$ cat config.mk
export PLATFORM = sky130hd
export DESIGN_NAME = sq_pattern_tx
export DESIGN_NICKNAME = d
export VERILOG_FILES = /design/src/rtl/sq_pkg.sv /design/src/rtl/sq_down_counter.sv /design/src/rtl/sq_pattern_tx.sv
export SDC_FILE = /design/constraint.sdc
export NUM_CORES = 1
export LEC_CHECK = 0
export CORE_MARGIN = 1.5
export CORE_UTILIZATION = 50
export CTS_CLUSTER_SIZE = 24
export DETAILED_ROUTE_END_ITERATION = 7
export PLACE_DENSITY_LB_ADDON = 0.05
export SETUP_SLACK_MARGIN = 0.4
export SKIP_LAST_GASP = 1
export SLEW_MARGIN = 20
export SYNTH_ARGS = -nofsm -noshare
export SYNTH_HDL_FRONTEND = slang
export SYNTH_SLANG_ARGS = --single-unit
$ cat constraint.sdc
create_clock -name CLK -period 2.7 [get_ports CLK]
set_clock_uncertainty 0.2 [all_clocks]
set_input_delay 0.405 -clock CLK [delete_from_list [all_inputs] [get_ports CLK]]
set_output_delay 0.405 -clock CLK [all_outputs]
set_load 0.02 [all_outputs]
$ cat src/rtl/sq_pkg.sv
// Shared definitions for the SQ_1011 serial-bit interface: transmitter
// state encoding, the reference pattern and the repeat-count width.
package sq_pkg;

  localparam int SQ_REPEAT_W = 4;

  localparam logic [3:0] SQ_PATTERN_1011 = 4'b1011;

  typedef enum logic [1:0] {
    SQ_IDLE  = 2'd0,
    SQ_SHIFT = 2'd1,
    SQ_GAP   = 2'd2
  } sq_tx_state_t;

endpackage

$ cat src/rtl/sq_down_counter.sv
// Loadable down-counter with a zero flag; load wins over decrement and
// the count holds at zero rather than wrapping.
module sq_down_counter #(
  parameter int W = 4
) (
  input  logic         clk,
  input  logic         rst,
  input  logic         load,
  input  logic [W-1:0] load_value,
  input  logic         dec,
  output logic         zero
);

  logic [W-1:0] count;

  always_ff @(posedge clk or posedge rst) begin
    if (rst) begin
      count <= '0;
    end else if (load) begin
      count <= load_value;
    end else if (dec && (count != '0)) begin
      count <= count - W'(1);
    end
  end

  assign zero = (count == '0);

endmodule

$ cat src/rtl/sq_pattern_tx.sv
// Serial pattern transmitter: accepts a word on a valid/ready handshake and
// shifts it out MSB-first, repeating it with optional zero-filled gaps.
module sq_pattern_tx
  import sq_pkg::*;
#(
  parameter int WIDTH = 4,
  parameter int GAP   = 1
) (
  input  logic                   CLK,
  input  logic                   RST,
  input  logic                   LOAD_valid,
  output logic                   LOAD_ready,
  input  logic [WIDTH-1:0]       LOAD_data,
  input  logic [SQ_REPEAT_W-1:0] LOAD_repeat,
  output logic                   S_output,
  output logic                   S_valid,
  output logic                   BUSY,
  output logic                   DONE,
  output logic [1:0]             state_dbg
);

  localparam logic [1:0] ST_IDLE  = SQ_IDLE;
  localparam logic [1:0] ST_SHIFT = SQ_SHIFT;
  localparam logic [1:0] ST_GAP   = SQ_GAP;

  localparam int BIT_W = $clog2(WIDTH);
  localparam int GAP_W = (GAP < 2) ? 1 : $clog2(GAP + 1);
  localparam logic [BIT_W-1:0] BIT_LOAD = BIT_W'(WIDTH - 1);
  localparam logic [GAP_W-1:0] GAP_LOAD = (GAP == 0) ? '0 : GAP_W'(GAP - 1);

  // Handshake: a word transfers on the rising edge where LOAD_valid and
  // LOAD_ready are both 1; LOAD_ready depends on state only, never on LOAD_valid.
  logic accept;

  logic [1:0]       state, state_n;
  logic [WIDTH-1:0] sr, sr_n;
  logic [WIDTH-1:0] word;
  logic             done_n;

  logic bit_load, bit_dec, bit_zero;
  logic gap_load, gap_dec, gap_zero;
  logic rep_load, rep_dec, rep_zero;

  assign LOAD_ready = (state == ST_IDLE) && !RST;
  assign accept     = LOAD_valid && LOAD_ready;
  assign state_dbg  = state;

  sq_down_counter #(.W(BIT_W)) u_bit_cnt (
    .clk        (CLK),
    .rst        (RST),
    .load       (bit_load),
    .load_value (BIT_LOAD),
    .dec        (bit_dec),
    .zero       (bit_zero)
  );

  sq_down_counter #(.W(GAP_W)) u_gap_cnt (
    .clk        (CLK),
    .rst        (RST),
    .load       (gap_load),
    .load_value (GAP_LOAD),
    .dec        (gap_dec),
    .zero       (gap_zero)
  );

  sq_down_counter #(.W(SQ_REPEAT_W)) u_rep_cnt (
    .clk        (CLK),
    .rst        (RST),
    .load       (rep_load),
    .load_value (LOAD_repeat),
    .dec        (rep_dec),
    .zero       (rep_zero)
  );

  always_comb begin
    state_n  = state;
    sr_n     = sr;
    done_n   = 1'b0;
    bit_load = 1'b0;
    bit_dec  = 1'b0;
    gap_load = 1'b0;
    gap_dec  = 1'b0;
    rep_load = 1'b0;
    rep_dec  = 1'b0;
    case (state)
      ST_IDLE: begin
        if (accept) begin
          state_n  = ST_SHIFT;
          sr_n     = LOAD_data;
          bit_load = 1'b1;
          rep_load = 1'b1;
        end
      end
      ST_SHIFT: begin
        if (!bit_zero) begin
          sr_n    = sr << 1;
          bit_dec = 1'b1;
        end else if (rep_zero) begin
          state_n = ST_IDLE;
          done_n  = 1'b1;
        end else begin
          rep_dec = 1'b1;
          sr_n    = word;
          // With no gap the next repetition follows the last bit directly.
          if (GAP == 0) begin
            bit_load = 1'b1;
          end else begin
            state_n  = ST_GAP;
            gap_load = 1'b1;
          end
        end
      end
      ST_GAP: begin
        if (gap_zero) begin
          state_n  = ST_SHIFT;
          bit_load = 1'b1;
        end else begin
          gap_dec = 1'b1;
        end
      end
      default: state_n = ST_IDLE;
    endcase
  end

  // Outputs are registered from the next-state decode so they line up
  // with the state they describe.
  always_ff @(posedge CLK or posedge RST) begin
    if (RST) begin
      state    <= ST_IDLE;
      sr       <= '0;
      word     <= '0;
      S_output <= 1'b0;
      S_valid  <= 1'b0;
      BUSY     <= 1'b0;
      DONE     <= 1'b0;
    end else begin
      state    <= state_n;
      sr       <= sr_n;
      if (accept) word <= LOAD_data;
      S_output <= (state_n == ST_SHIFT) && sr_n[WIDTH-1];
      S_valid  <= (state_n == ST_SHIFT);
      BUSY     <= (state_n != ST_IDLE);
      DONE     <= done_n;
    end
  end

endmodule

Word level (Yosys, flattened, before mapping)

Cells that the tools add are included.

$add $sub $neg: 3
Eq/ne operators: 5
Muxes and demuxes: 29
Reduce and logical (&&, ||, !) cells: 18

Operators by type and width:

| operator              | count |
|---|---|
| $mux W4               | 5 |
| $mux W1               | 15 |
| $mux W2               | 6 |
| $reduce_bool A2 Y1    | 6 |
| $pmux W4 S2           | 1 |
| $logic_and A1 B1 Y1   | 6 |
| $pmux W2 S3           | 1 |
| $eq A2 B1 Y1 const B  | 2 |
| $logic_not A2 Y1      | 2 |
| $logic_not A4 Y1      | 1 |
| $reduce_bool A4 Y1    | 1 |
| $sub A4 B1 Y4 const B | 1 |
| $ne A3 B3 Y1 const B  | 1 |
| $reduce_and A3 Y1     | 1 |
| $eq A2 B2 Y1 const B  | 1 |
| $ne A2 B2 Y1 const B  | 1 |
| $pmux W1 S2           | 1 |
| $sub A2 B1 Y2 const B | 1 |
| $logic_not A1 Y1      | 1 |
| $sub A1 B1 Y1 const B | 1 |

Flip-flop bits (word level): 21
Bits of input ports: 11
Output and inout port bits: 7

Longest topological paths before layout

Depth after elaboration: 7
Depth in mapped cells: 7
Mapped depth without buffers: 6

Hierarchy

From an unflattened synthesis, not the netlist that was laid out.

Cells, all modules: 105
Area, all modules: 1123.6 µm²

By module, submodules not included:

| module                       | instances | cells an instance | area an instance (µm²) | sequential area each (µm²) |
|---|---|---|---|---|
| sq_pattern_tx                | 1         | 59                | 678.2                  | 350.3 |
| sq_down_counter at u_rep_cnt | 1         | 28                | 261.5                  | 100.1 |
| sq_down_counter at u_bit_cnt | 1         | 13                | 135.1                  | 50.0 |
| sq_down_counter at u_gap_cnt | 1         | 5                 | 48.8                   | 25.0 |

Worst setup path after synthesis

Ideal clock, no wire load.

Kind: reg2reg
Start point: register u_rep_cnt.count[0]
End point: register sr[1]
Arrival time: 1627 ps
Path slack: 741 ps
Cell stages (with the launch flop): 8
Clock period less this slack: 1959 ps
Path through: dfrtp_1 inv_1 ha_1 or3b_4 and2_4 buf_6 a222oi_1 nand2_1

Word-level cells in the longest chain between the ends: 3

RTL lines:

| element                            | RTL line              | RTL |
|---|---|---|
| start, declared                    | sq_down_counter.sv:14 | `logic [W-1:0] count;` |
| start signal, assigned             | sq_down_counter.sv:20 | `count <= load_value;` |
| start signal, assigned             | sq_down_counter.sv:22 | `count <= count - W'(1);` |
| $logic_not A4 Y1                   | sq_down_counter.sv:26 | `assign zero = (count == '0);` |
| $ne A3 B3 Y1 (no source line)      | --                    |  |
| $reduce_and A3 Y1 (no source line) | --                    |  |
| end signal, assigned               | sq_pattern_tx.sv:138  | `sr <= sr_n;` |
| end, declared                      | sq_pattern_tx.sv:36   | `logic [WIDTH-1:0] sr, sr_n;` |

No other way between the ends.
A chain may end at the register's enable or synchronous reset.

Worst setup path after layout

Start point: register state[1], in the netlist state_dbg[1]
End point: output state_dbg[1]

RTL lines:

| element                | RTL line             | RTL |
|---|---|---|
| start, declared        | sq_pattern_tx.sv:35  | `logic [1:0] state, state_n;` |
| start signal, assigned | sq_pattern_tx.sv:137 | `state <= state_n;` |
| end, declared          | sq_pattern_tx.sv:19  | `output logic [1:0] state_dbg` |

No word-level cell between the ends.

==> run_results.csv <==
group,metric,value,unit
routing,met2WireLength,835,um
global_route,globalRouteTotalUtil,0.169,
setup_path,critical_path_endpoint_category,"output pin",
floorplanning,die_y,48.3,um
logic_synthesis,ys_warn_count,0,
job,cap_violations,0,
setup_path,crit_arrival,1.55,ns
logic_synthesis,post_synth_xor_area_fraction,0.0171,
floorplanning,floorplan.die_area,2330,sq um
global_route,grt_max_degree,22,
clock_tree,clk_root_buffer_cell,"sky130_fd_sc_hd__clkbuf_4",
setup_path,path_buf_inv,1,
logic_synthesis,synth_simple_gate_area_frac,0.195,
routing,detail_route.wirelength.met1,762,um
routing,drt_pass1_iterations,5,
floorplanning,top_level_i_o_count,18,
routing,vias,736,
power_and_ir_drop,clkPwrFrac,0.119,
clock_tree,clock-sinks,21,
timing,post-route-min-period,2.16,ns
place,placedCellCount,136,
routing,drt-initial-drc-count,15,
routing,antenna_left,0,
setup_path,worst_path_max_delay_cell,"sky130_fd_sc_hd__clkdlybuf4s50_1",
timing,rsz0062_at_grt,"no",
global_route,wire_length_of_the_first_global_routing_pass,3070,um
power_and_ir_drop,power_switching_share,0.365,
floorplanning,initial_utilization,0.528,
timing,setup_viol_count_final,0,
power_and_ir_drop,p_leak,0.000595,uW
logic_synthesis,synthMuxAreaShare,0.0549,
logic_synthesis,yosysUniqueCellTypes,33,
logic_synthesis,postSynthNetCount,106,
global_route,first_global_vias,702,
timing,final.period_utilization,0.799,
min_path,timing.hold.worst.class,"register to register",
timing,max_clock_freq,464,MHz
clock_tree,cts_max_path_buffers,2,
clock_tree,clk-insertion-delay-late,0.30,ns
floorplanning,dieWidth,48.3,um
setup_path,crit_chain,"clkdlybuf4s50_1",
timing,maxSlewViolCount,0,
place,place_worst_setup_slack,0.315,ns
logic_synthesis,synthesis.area,1030,sq um
place,portBuffers,17,
setup_path,crit_path_max_fanout,11,
routing,maxUsedRoutingLayer,"met4",
logic_synthesis,post_synth_fa_ha_maj_area_fraction,0.0244,
clock_tree,postCtsHoldBufs,0,
setup_path,timing.critical_path.required,2.10,ns
finish,post_route_cells_drive_above_1_share,0.159,
floorplanning,fp-row-count,16,
finish,diodes,0,
power_and_ir_drop,power.share.sequential,0.436,
routing,routed_wl,1680,um
routing,wl_met3,70,um
global_route,globalRouteOverflowTotal,0,
power_and_ir_drop,power.switching,454,uW
clock_tree,clk_transition_reported_paths,0.11,ns
clock_tree,tritoncts,"yes",
logic_synthesis,ys_ff_latch,21,
finish,area_growth,21.6,%
logic_synthesis,synth_compound_area_frac,0.122,
power_and_ir_drop,p_int,791,uW
logic_synthesis,synth.yosys.seq_area_share,0.512,
clock_tree,cts_max_level,1,
finish,final_nets,127,
logic_synthesis,dominant_combinational_cell_family_by_area_after_synthesis,"simple AND/OR/NAND/NOR gates",
logic_synthesis,post_synth_inst_count,93,
place,detailed_place_hpwl,1250,um
routing,avgRoutedWirePerCell,12.0,um
power_and_ir_drop,comb_power_share,0.445,
power_and_ir_drop,power_density,997,nW/um^2
setup_path,timing.setup.critical_path_class,"register to output pin",
timing,worst_slew_pin_slew,0.472,ns
timing,setup_slack,0.543,ns
setup_path,start_kind,"register",
place,routability_driven_placement_congestion_ratio,0.735,
logic_synthesis,post_synth.cell_area_avg,11.0,sq um
routing,vias_per_cell,5.26,
timing,setup_tns,0,ns
timing,final-hold-violation-count,0,
clock_tree,cts_inserted_buffers,3,
power_and_ir_drop,irDropWorstVdd,0.686,mV
setup_path,cpPeakStageDelay,0.68,ns
setup_path,path_delay_family,"buffers and inverters",
routing,detail_route.drc_violations,0,
global_route,initial_antenna_violation_count,0,
timing,timing.slew.headroom,0.684,
floorplanning,core_area,1940,sq um
status,status,"finished clean",
finish,finish.cell_count_without_fillers,140,
==> state kept, by name, summed over array words and instances (netlist names) <==
register	flops
word	4
DONE	1
BUSY	1
u_bit_cnt.count	2
S_valid	1
u_rep_cnt.count	4
S_output	1
state_dbg	2
u_gap_cnt.count	1
sr	4
==> area by class of cell <==
class	count	area [sq um]
fillers	169	694
flip-flops and latches	21	526
clock inverters	1	5.00
multi-input cells	56	424
repair buffers	20	191
inverters	12	45.0
well taps	27	33.8
clock buffers	3	22.5
==> Yosys cell counts (all sizes together) <==
| library cell | count | share of area |
|---|---|---|
| dfrtp | 21 | 0.51 |
| inv | 12 | 0.044 |
| nand2 | 12 | 0.044 |
| mux2 | 5 | 0.055 |
| buf | 4 | 0.030 |
| o21ai | 4 | 0.020 |
| a222oi | 3 | 0.029 |
| and2 | 3 | 0.021 |
| nand2b | 3 | 0.018 |
| nor3 | 3 | 0.015 |
| a31oi | 2 | 0.012 |
| ha | 2 | 0.024 |
| nor3b | 2 | 0.020 |
| xnor2 | 2 | 0.017 |
| a211o | 1 | 0.0098 |
| a211oi | 1 | 0.0073 |
| a221o | 1 | 0.0098 |
| a221oi | 1 | 0.0085 |
| a31o | 1 | 0.0085 |
| a32oi | 1 | 0.0085 |
| and2b | 1 | 0.0085 |
| and3b | 1 | 0.0085 |
| nand3b | 1 | 0.0073 |
| nor2 | 1 | 0.0037 |
| nor2b | 1 | 0.0061 |
| nor4b | 1 | 0.023 |
| nor4bb | 1 | 0.0098 |
| o221ai | 1 | 0.0085 |
| or3b | 1 | 0.011 |
==> power groups by stage <==
| stage | Sequential (uW) | Combinational, uW | Clock [uW] |
|---|---|---|---|
| final | 543 | 554 | 148 |
| after global routing | 565 | 620 | 170 |
| after CTS | 542 | 560 | 153 |
| after detailed placement | 550 | 561 | 0 |
| after global placement | 547 | 548 | 0 |
| after floorplan | 548 | 405 | 0 |
==> cell families after synthesis <==
group,after synthesis
flip-flops,21
AND/OR/NAND/NOR,31
adder cells (fa/ha/maj),2
AO/OA/AOI/OAI,16
buffers and inverters,16
multiplexers,5
XOR/XNOR,2
==> per-stage QoR <==
| step | instance area (sq um) | utilization | hold slack [ns] | total power (uW) |
|---|---|---|---|---|
| 2_1_floorplan | 1030 | - | 0.182 | 953 |
| 6_report | 1250 | 0.642 | 0.281 | 1240 |
| 5_1_grt | 1250 | 0.642 | 0.322 | 1350 |
| 4_1_cts | 1250 | 0.642 | 0.283 | 1260 |
| 3_5_place_dp | 1220 | 0.629 | 0.256 | 1110 |
| 3_3_place_gp | 1220 | 0.629 | 0.255 | 1100 |
==> metal layers <==
layer,vias up,global-route usage
li1,360,-
met1,361,0.228
met2,13,0.266
met3,2,0.0340
met4,0,0.0714
met5,-,0
==> cell usage in the layout, fill, tap and decap left out, drive strengths merged, types with 2 or more instances in the layout <==
| cell type | n |
|---|---|
| and2 | 3 |
| nor3 | 3 |
| xnor2 | 2 |
| clkdlybuf4s50 | 16 |
| a222oi | 3 |
| nand2 | 12 |
| clkbuf | 3 |
| mux2 | 5 |
| inv | 12 |
| nor3b | 2 |
| nand2b | 3 |
| a31oi | 2 |
| dfrtp | 21 |
| o21ai | 4 |
| ha | 2 |
| buf | 3 |
==> final timing paths <==
path / start / slack (ns) / endpoint / cells past startpoint
min in group asynchronous: RST / 0.39 / S_output / 3
setup / recovery: state_dbg[1] / 0.54 / state_dbg[1] / 1
max in group asynchronous: RST / 1.70 / word[1] / 3
hold reg to reg: sr[2] / 0.28 / sr[2] / 2
setup reg to reg: u_rep_cnt.count[0] / 0.69 / S_output / 6
hold / removal: sr[2] / 0.28 / sr[2] / 2
==> what timing repair did <==
item	in CTS	in global routing
resized for setup	1	0
endpoints found under the setup margin	1	0
setup buffers	0	0
Note: power is estimated with default switching activity, not from simulation.
